<file path="config.mk">
export PLATFORM = sky130hd
export DESIGN_NAME = seg7_p2s_multi
export DESIGN_NICKNAME = d
export VERILOG_FILES = /design/src/rtl/seg7_p2s_multi.sv
export SDC_FILE = /design/constraint.sdc
export NUM_CORES = 1
export LEC_CHECK = 0
export ABC_AREA = 1
export BUFFER_PORTS_ARGS = -buffer_cell sky130_fd_sc_hd__buf_2
export CAP_MARGIN = 20
export CORE_UTILIZATION = 45
export DETAILED_ROUTE_END_ITERATION = 10
export GPL_ROUTABILITY_DRIVEN = 0
export GPL_TIMING_DRIVEN = 0
export PLACE_DENSITY = 0.67
export SYNTH_ARGS = -nofsm -noshare
export SYNTH_HDL_FRONTEND = slang
export SYNTH_SLANG_ARGS = --single-unit
</file>
<file path="constraint.sdc">
create_clock -name clk -period 1.9 [get_ports clk]
set_input_delay 0.095 -clock clk [delete_from_list [all_inputs] [get_ports clk]]
set_output_delay 0.095 -clock clk [all_outputs]
set_load 0.1 [all_outputs]
</file>
<file path="src/rtl/seg7_p2s_multi.sv">
// Parallel-to-serial shifter driving CHANNELS external shift-register chains on a shared divided s_clk.
// Optional macro P2S_LATCH_EN adds a LATCH state that strobes s_latch after the last bit.
module seg7_p2s_multi #(
  parameter int unsigned DATA_BITS = 16,
  parameter int unsigned CHANNELS  = 1,
  parameter int unsigned CLK_DIV   = 2,
  parameter int unsigned DIR       = 0
) (
  input  logic                            clk,
  input  logic                            rst,
  input  logic                            start,
  input  logic                            abort,
  input  logic [CHANNELS*DATA_BITS-1:0]   pdata,
  output logic                            busy,
  output logic                            done,
  output logic                            s_clk,
  output logic                            s_clrn,
  output logic                            s_latch,
  output logic [CHANNELS-1:0]             sout
);

  localparam int unsigned TOT = CHANNELS * DATA_BITS;
  localparam int unsigned IW  = $clog2(TOT);
  localparam int unsigned DW  = $clog2(CLK_DIV + 1);
  localparam int unsigned BW  = $clog2(DATA_BITS);
  localparam logic [DW-1:0] DIV_LAST = DW'(CLK_DIV - 1);
  localparam logic [BW-1:0] BIT_LAST = BW'(DATA_BITS - 1);

  typedef enum logic [1:0] {
    S_IDLE  = 2'd0,
    S_SHIFT = 2'd1,
    S_DONE  = 2'd3
`ifdef P2S_LATCH_EN
    , S_LATCH = 2'd2
`endif
  } state_t;

  state_t            state, state_nxt;
  logic [DW-1:0]     div_cnt, div_nxt;
  logic [BW-1:0]     bit_cnt, bit_nxt;
  logic              phase_hi, phase_nxt;
  logic [TOT-1:0]    shadow, shadow_nxt;
  logic              busy_nxt, done_nxt, s_clk_nxt;
  logic [CHANNELS-1:0] sout_nxt;
`ifdef P2S_LATCH_EN
  logic              s_latch_q, s_latch_nxt;
`endif

  // Bit of every lane at shift position b, honouring DIR.
  function automatic logic [CHANNELS-1:0] lane_bits(input logic [TOT-1:0] d,
                                                     input logic [BW-1:0] b);
    logic [CHANNELS-1:0] r;
    int unsigned         idx;
    logic [IW-1:0]       ix;
    idx = 32'(b);
    if (DIR == 0) idx = DATA_BITS - 1 - idx;
    for (int unsigned c = 0; c < CHANNELS; c++) begin
      ix   = IW'(c * DATA_BITS + idx);
      r[c] = d[ix];
    end
    return r;
  endfunction

  // Next-state and next-output logic.
  always_comb begin
    state_nxt  = state;
    div_nxt    = div_cnt;
    bit_nxt    = bit_cnt;
    phase_nxt  = phase_hi;
    shadow_nxt = shadow;
    busy_nxt   = busy;
    done_nxt   = 1'b0;
    s_clk_nxt  = s_clk;
    sout_nxt   = sout;
`ifdef P2S_LATCH_EN
    s_latch_nxt = s_latch_q;
`endif
    case (state)
      S_IDLE: begin
        if (start && !abort) begin
          state_nxt  = S_SHIFT;
          shadow_nxt = pdata;
          div_nxt    = '0;
          bit_nxt    = '0;
          phase_nxt  = 1'b0;
          busy_nxt   = 1'b1;
          s_clk_nxt  = 1'b0;
          sout_nxt   = lane_bits(pdata, '0);
        end
      end
      S_SHIFT: begin
        if (abort) begin
          state_nxt = S_IDLE;
          div_nxt   = '0;
          bit_nxt   = '0;
          phase_nxt = 1'b0;
          busy_nxt  = 1'b0;
          s_clk_nxt = 1'b0;
          sout_nxt  = '0;
        end else if (div_cnt == DIV_LAST) begin
          div_nxt = '0;
          if (!phase_hi) begin
            phase_nxt = 1'b1;
            s_clk_nxt = 1'b1;
          end else if (bit_cnt == BIT_LAST) begin
            phase_nxt = 1'b0;
            s_clk_nxt = 1'b0;
`ifdef P2S_LATCH_EN
            state_nxt   = S_LATCH;
            s_latch_nxt = 1'b1;
`else
            state_nxt = S_DONE;
            busy_nxt  = 1'b0;
            done_nxt  = 1'b1;
`endif
          end else begin
            bit_nxt   = bit_cnt + BW'(1);
            phase_nxt = 1'b0;
            s_clk_nxt = 1'b0;
            sout_nxt  = lane_bits(shadow, bit_cnt + BW'(1));
          end
        end else begin
          div_nxt = div_cnt + DW'(1);
        end
      end
`ifdef P2S_LATCH_EN
      S_LATCH: begin
        if (abort) begin
          state_nxt   = S_IDLE;
          div_nxt     = '0;
          bit_nxt     = '0;
          busy_nxt    = 1'b0;
          s_clk_nxt   = 1'b0;
          s_latch_nxt = 1'b0;
          sout_nxt    = '0;
        end else if (div_cnt == DIV_LAST) begin
          state_nxt   = S_DONE;
          div_nxt     = '0;
          s_latch_nxt = 1'b0;
          busy_nxt    = 1'b0;
          done_nxt    = 1'b1;
        end else begin
          div_nxt = div_cnt + DW'(1);
        end
      end
`endif
      S_DONE: begin
        state_nxt = S_IDLE;
      end
      default: begin
        state_nxt = S_IDLE;
      end
    endcase
  end

  // State and registered outputs; s_clrn releases one edge after reset.
  always_ff @(posedge clk) begin
    if (rst) begin
      state    <= S_IDLE;
      div_cnt  <= '0;
      bit_cnt  <= '0;
      phase_hi <= 1'b0;
      shadow   <= '0;
      busy     <= 1'b0;
      done     <= 1'b0;
      s_clk    <= 1'b0;
      sout     <= '0;
      s_clrn   <= 1'b0;
`ifdef P2S_LATCH_EN
      s_latch_q <= 1'b0;
`endif
    end else begin
      state    <= state_nxt;
      div_cnt  <= div_nxt;
      bit_cnt  <= bit_nxt;
      phase_hi <= phase_nxt;
      shadow   <= shadow_nxt;
      busy     <= busy_nxt;
      done     <= done_nxt;
      s_clk    <= s_clk_nxt;
      sout     <= sout_nxt;
      s_clrn   <= 1'b1;
`ifdef P2S_LATCH_EN
      s_latch_q <= s_latch_nxt;
`endif
    end
  end

`ifdef P2S_LATCH_EN
  assign s_latch = s_latch_q;
`else
  assign s_latch = 1'b0;
`endif

endmodule

</file>
# --- After elaboration in Yosys (flattened, before gate mapping) ---
# Cells that the tools add are included.
totals:
  register_bits: 29
  out_inout_bits: 6
  wordCells: 82
op_classes:
  addsub: 3
  n_lt_le_gt_ge: 2
  n_eq_ne: 8
  mux: 46
  n_bitwise: 3
  reduce_logical: 11
op_table:
  columns: ["op", "n"]
  rows:
  - ["2-to-1 mux 4 bit", 12]
  - ["2-to-1 mux 1 bit", 18]
  - ["2-to-1 mux 2 bit", 8]
  - ["inequality test 3 bit, second input constant", 4]
  - ["less-than comparator 4 x 5 -> 1 bit, second input constant", 2]
  - ["AND reduction 5 bit", 2]
  - ["binary-select mux 1 bit (select 4 bit)", 2]
  - ["case mux 2 bit (2 select lines)", 2]
  - ["case mux 4 bit (2 select lines)", 1]
  - ["case mux 1 bit (2 select lines)", 3]
  - ["OR reduction 5 bit", 1]
  - ["adder 4 x 1 -> 4 bit, second input constant", 1]
  - ["== test 2 x 1 -> 1 bit, second input constant", 2]
  - ["== test 4 bit, second input constant", 1]
  - ["AND reduction 2 bit", 2]
  - ["AND reduction 4 bit", 1]
  - ["subtractor 4 bit, first input constant", 1]
  - ["NOT 1 bit", 3]
  - ["AND reduction 3 bit", 1]
  - ["adder 2 x 1 -> 2 bit, second input constant", 1]
  - ["logical NOT 2 bit", 1]
  - ["inequality test 2 bit, second input constant", 1]
  - ["nonzero test 2 bit", 1]
  - ["logical AND 1 bit", 1]
  - ["logical NOT 1 bit", 1]

# --- Depth between registers and ports, before layout ---
logic_depth:
  depth_word: 14
  depth_mapped: 9
  ltp_nobuf: 8

# --- Worst setup path before layout ---
# No wires, ideal clock.
synth_timing:
  kind: "register to register"
  from: "register phase_hi"
  to: "register sout"
  t_arrival_ns: 1.703
  t_required_ns: 1.830
  path_slack_ns: 0.127
  stages_incl_launch_ff: 7
  path_buffers: 0
  period_less_slack_ns: 1.773
  cell_sequence: "dfxtp_1 -> inv_1 -> o21ai_2 -> nand2_4 -> clkinv_4 -> o21ai_2 -> a21oi_1"
synth_between:
  elab_chain_len: 2
synth_rtl:
  columns: ["item", "line_no", "rtl"]
  rows:
  - ["from (decl)", "41", "logic phase_hi, phase_nxt;"]
  - ["from (signal assigned)", "176", "phase_hi <= phase_nxt;"]
  - ["inequality test 3 bit (no source line)", null, null]
  - ["AND reduction 5 bit (no source line)", null, null]
  - ["to (signal assigned)", "181", "sout <= sout_nxt;"]
  - ["to (decl)", "19", "output logic [CHANNELS-1:0] sout"]
# Every way passes these cells.
# A chain may end at the register's enable or synchronous reset.

# --- Worst setup path after layout ---
layout_timing:
  from: "register bit_cnt[0]"
  to: "register bit_cnt[0]"
layout_between:
  elab_chain_len: 6
  word_cells_on_any_way: 9
  cone_classes: "1 x add/sub; 2 x eq/ne; 5 x mux; 1 x reduce/logical"
layout_rtl:
  columns: ["item", "line_no", "rtl"]
  rows:
  - ["from (decl)", "40", "logic [BW-1:0] bit_cnt, bit_nxt;"]
  - ["from (signal assigned)", "175", "bit_cnt <= bit_nxt;"]
  - ["adder 4 x 1 -> 4 bit", "117", "bit_nxt = bit_cnt + BW'(1);"]
  - ["2-to-1 mux 4 bit", "105", "end else if (bit_cnt == BIT_LAST) begin"]
  - ["2-to-1 mux 4 bit", "102", "if (!phase_hi) begin"]
  - ["2-to-1 mux 4 bit", "100", "end else if (div_cnt == DIV_LAST) begin"]
  - ["2-to-1 mux 4 bit", "92", "if (abort) begin"]
  - ["case mux 4 bit (2 select lines)", "78", "case (state)"]
# Parallel ways exist; a longest one is shown, timed or not. The select of a mux whose other input is x is not followed.

==> metrics.txt <==
Post-synth EDFFs 0; Setup Buffers After CTS 0; # rows 19; layout cell share with drive strength beyond 1 0.264; Port-buffer cells 23; Critical R2R Capture bit_cnt[0]; WL final 2.90 mm; VDD IR max 0.664 mV; Final nets 232; Slew Viols, Final 0; switching share of power 0.369; R2R Setup Slk 450 ps; Hold EP shadow[10]; Fmax 689 MHz; Pre-antenna DRT Iters 8; Pleak 0.696 nW; Crit Path Max Fanout 6; Syn Inst Count 181; post-synth cell types 31; DP HPWL 2.13 mm; Hold-fix buffers, CTS 0; Ports 26; Overall Global Routing Usage 0.199; first-pass GRT wire length 4.97 mm; failing checks design-rule violations; mean number of vias per cell 5.13; synth cell count leaders dfxtp_1 (29), nand2_1 (27), a21oi_1 (23), inv_1 (21); combinational power share 0.312; #FFs+latches synth 29; critical path endpoint category flip-flop; Routed Antenna Nets 0; Avg WL per Cell 11.9 um; CP startpoint kind flip-flop; Arr. time, crit path 1670 ps; final hold viol count 0; number of CTS-inserted buffers 5; YS warnings 0; total number of vias 1247; WS Path Type reg -> reg; internal power 1.03 mW; GRT overflow 0; DR iter-0 viols 54; Post-CTS Resized 0; Worst Skew 10.2 ps; outcome finished with violations; Final Core Density 0.570; sequential share of the synthesized area 0.418; power per cell area 1010 nW/um^2; Final setup viols 0; worst hold stages 3; min Tclk post-route 1450 ps; Psw 0.602 mW; Net Count, Synth 202; H-tree lvl count 2; drc violations 2; ant diodes 0; Worst Hold Margin 32.1 ps; clock latency at the later pin of the worst-skew pair 320 ps; clock tree buffer depth 2; Area Growth Syn to Fin 16.1%; Root Buffer Master clkbuf_4; Clk pwr share 0.260; power share of the sequential group 0.428; initial antenna violation count 0; most common cell in the synthesized netlist dfxtp_1; RSZ-0062 raised after global routing no; ranking of synthesized cells by area dfxtp_1 (42%), a21oi_1 (8.3%), nand2_1 (7.3%); prevailing post-synth register cell dfxtp_1; post-synth top area share 0.418; Core Box Area 2830 um^2; Critical Path RT 2120 ps; Die ar. 3310 um^2; Die Wd 57.6 um; TritonCTS clock tree done; Hold Path Class in -> reg; maxcap violations 0; Mapped Area 1390 um^2; effective utilization at floorplan 0.491; Post-synth ARST share 0; TNS Setup 0 ps; vias in the first global route 1153; clock transition at the registers of the reported paths 90 ps; syn_area_per_cell 7.67 um^2; reg2reg start bit_cnt[0]; Clock Sink Count 29; reg2reg path depth 8; period utilization 0.763; area leader, netlist dfxtp_1; pin count of the biggest net entering global routing 11; die height 57.6 um; worst hold path startpoint pdata[10]
[per-layer routing]
layer / GRT usage / up-vias / share of wire
met1: 0.258 / 563 / 0.46
li1: - / 652 / -
met5: 0 / - / 0
met4: 0.101 / 0 / 0.0041
met2: 0.307 / 30 / 0.48
met3: 0.0476 / 2 / 0.060
[cell type report]
type | count | area, um^2
Fill cell | 273 | 1220
Multi-Input combinational cell | 119 | 668
Sequential cell | 29 | 581
Timing Repair Buffer | 23 | 115
Inverter | 25 | 101
Clock buffer | 7 | 65.1
Buffer | 8 | 38.8
Tap cell | 31 | 38.8
Clock inverter | 1 | 5.00
[how the worst max path moves through the flow]
| stage | start | to | slack [ps] | cells past startpoint |
|---|---|---|---|---|
| after global routing | bit_cnt[0] | sout | 330 | 8 |
| after floorplan | phase_hi | sout | 130 | 6 |
| after global placement | bit_cnt[0] | sout | 490 | 8 |
| after CTS | bit_cnt[0] | sout | 440 | 8 |
| after detailed placement | bit_cnt[0] | sout | 440 | 8 |
| final | bit_cnt[0] | bit_cnt[0] | 450 | 8 |
[worst max-delay path, stage by stage, from the launching register on]
cell	delay (ps)
dfxtp_1	380
ha_1	240
nand3_1	140
nor2_2	200
nor2_4	60
nand2_4	100
clkinv_4	90
o21ai_2	110
nor2_1	40
[power by group through the flow]
stage | clock network, mW | logic, mW | registers, mW
6_report | 0.425 | 0.509 | 0.699
5_1_grt | 0.463 | 0.565 | 0.707
4_1_cts | 0.436 | 0.511 | 0.700
3_5_place_dp | 0 | 0.509 | 0.714
3_3_place_gp | 0 | 0.500 | 0.711
2_1_floorplan | 0 | 0.320 | 0.801
[flip-flops by register name, summed over array words and instances, names as in the netlist]
name and count:
sout 1, s_clrn 1, state 2, bit_cnt 4
busy 1, done 1, shadow 16, div_cnt 2
phase_hi 1
[kinds of logic (layout without fill, tap and decap cells)]
kind of cell / Yosys count / after routing / share of synthesized area
buffers and inverters: 33 / 64 / 0.101
DFF: 29 / 29 / 0.418
adders and majority gates: 1 / 1 / 0.00901
other: 1 / 1 / 0.00270
and+or+nand+nor: 64 / 64 / 0.236
xor gates and xnor gates: 4 / 4 / 0.0306
AOI/OAI and AO/OA: 49 / 49 / 0.203
[through the flow]
step	setup WS, ps	cell area, um^2	cells	total power, mW
after floorplan	127	1390	181	1.12
after global placement	489	1540	235	1.21
final	449	1610	243	1.63
after CTS	438	1610	243	1.65
after global routing	333	1610	243	1.73
after detailed placement	443	1540	235	1.22
[cells in the final DEF (no fill, tap or decap), types with 2 or more instances in the layout]
cell	netlist	routed
clkbuf_8	0	2
nor2_2	2	2
nand3_2	3	3
nand3_1	17	17
buf_2	4	27
nand2_1	27	27
a21oi_1	23	23
inv_1	21	21
a21oi_2	3	3
dfxtp_1	29	29
clkbuf_4	0	5
clkbuf_1	3	3
nor2_1	9	9
o21ai_2	3	3
o21ai_0	17	17
nand2_4	2	2
xor2_1	2	2
No activity file was read; power rests on OpenSTA's default activity.
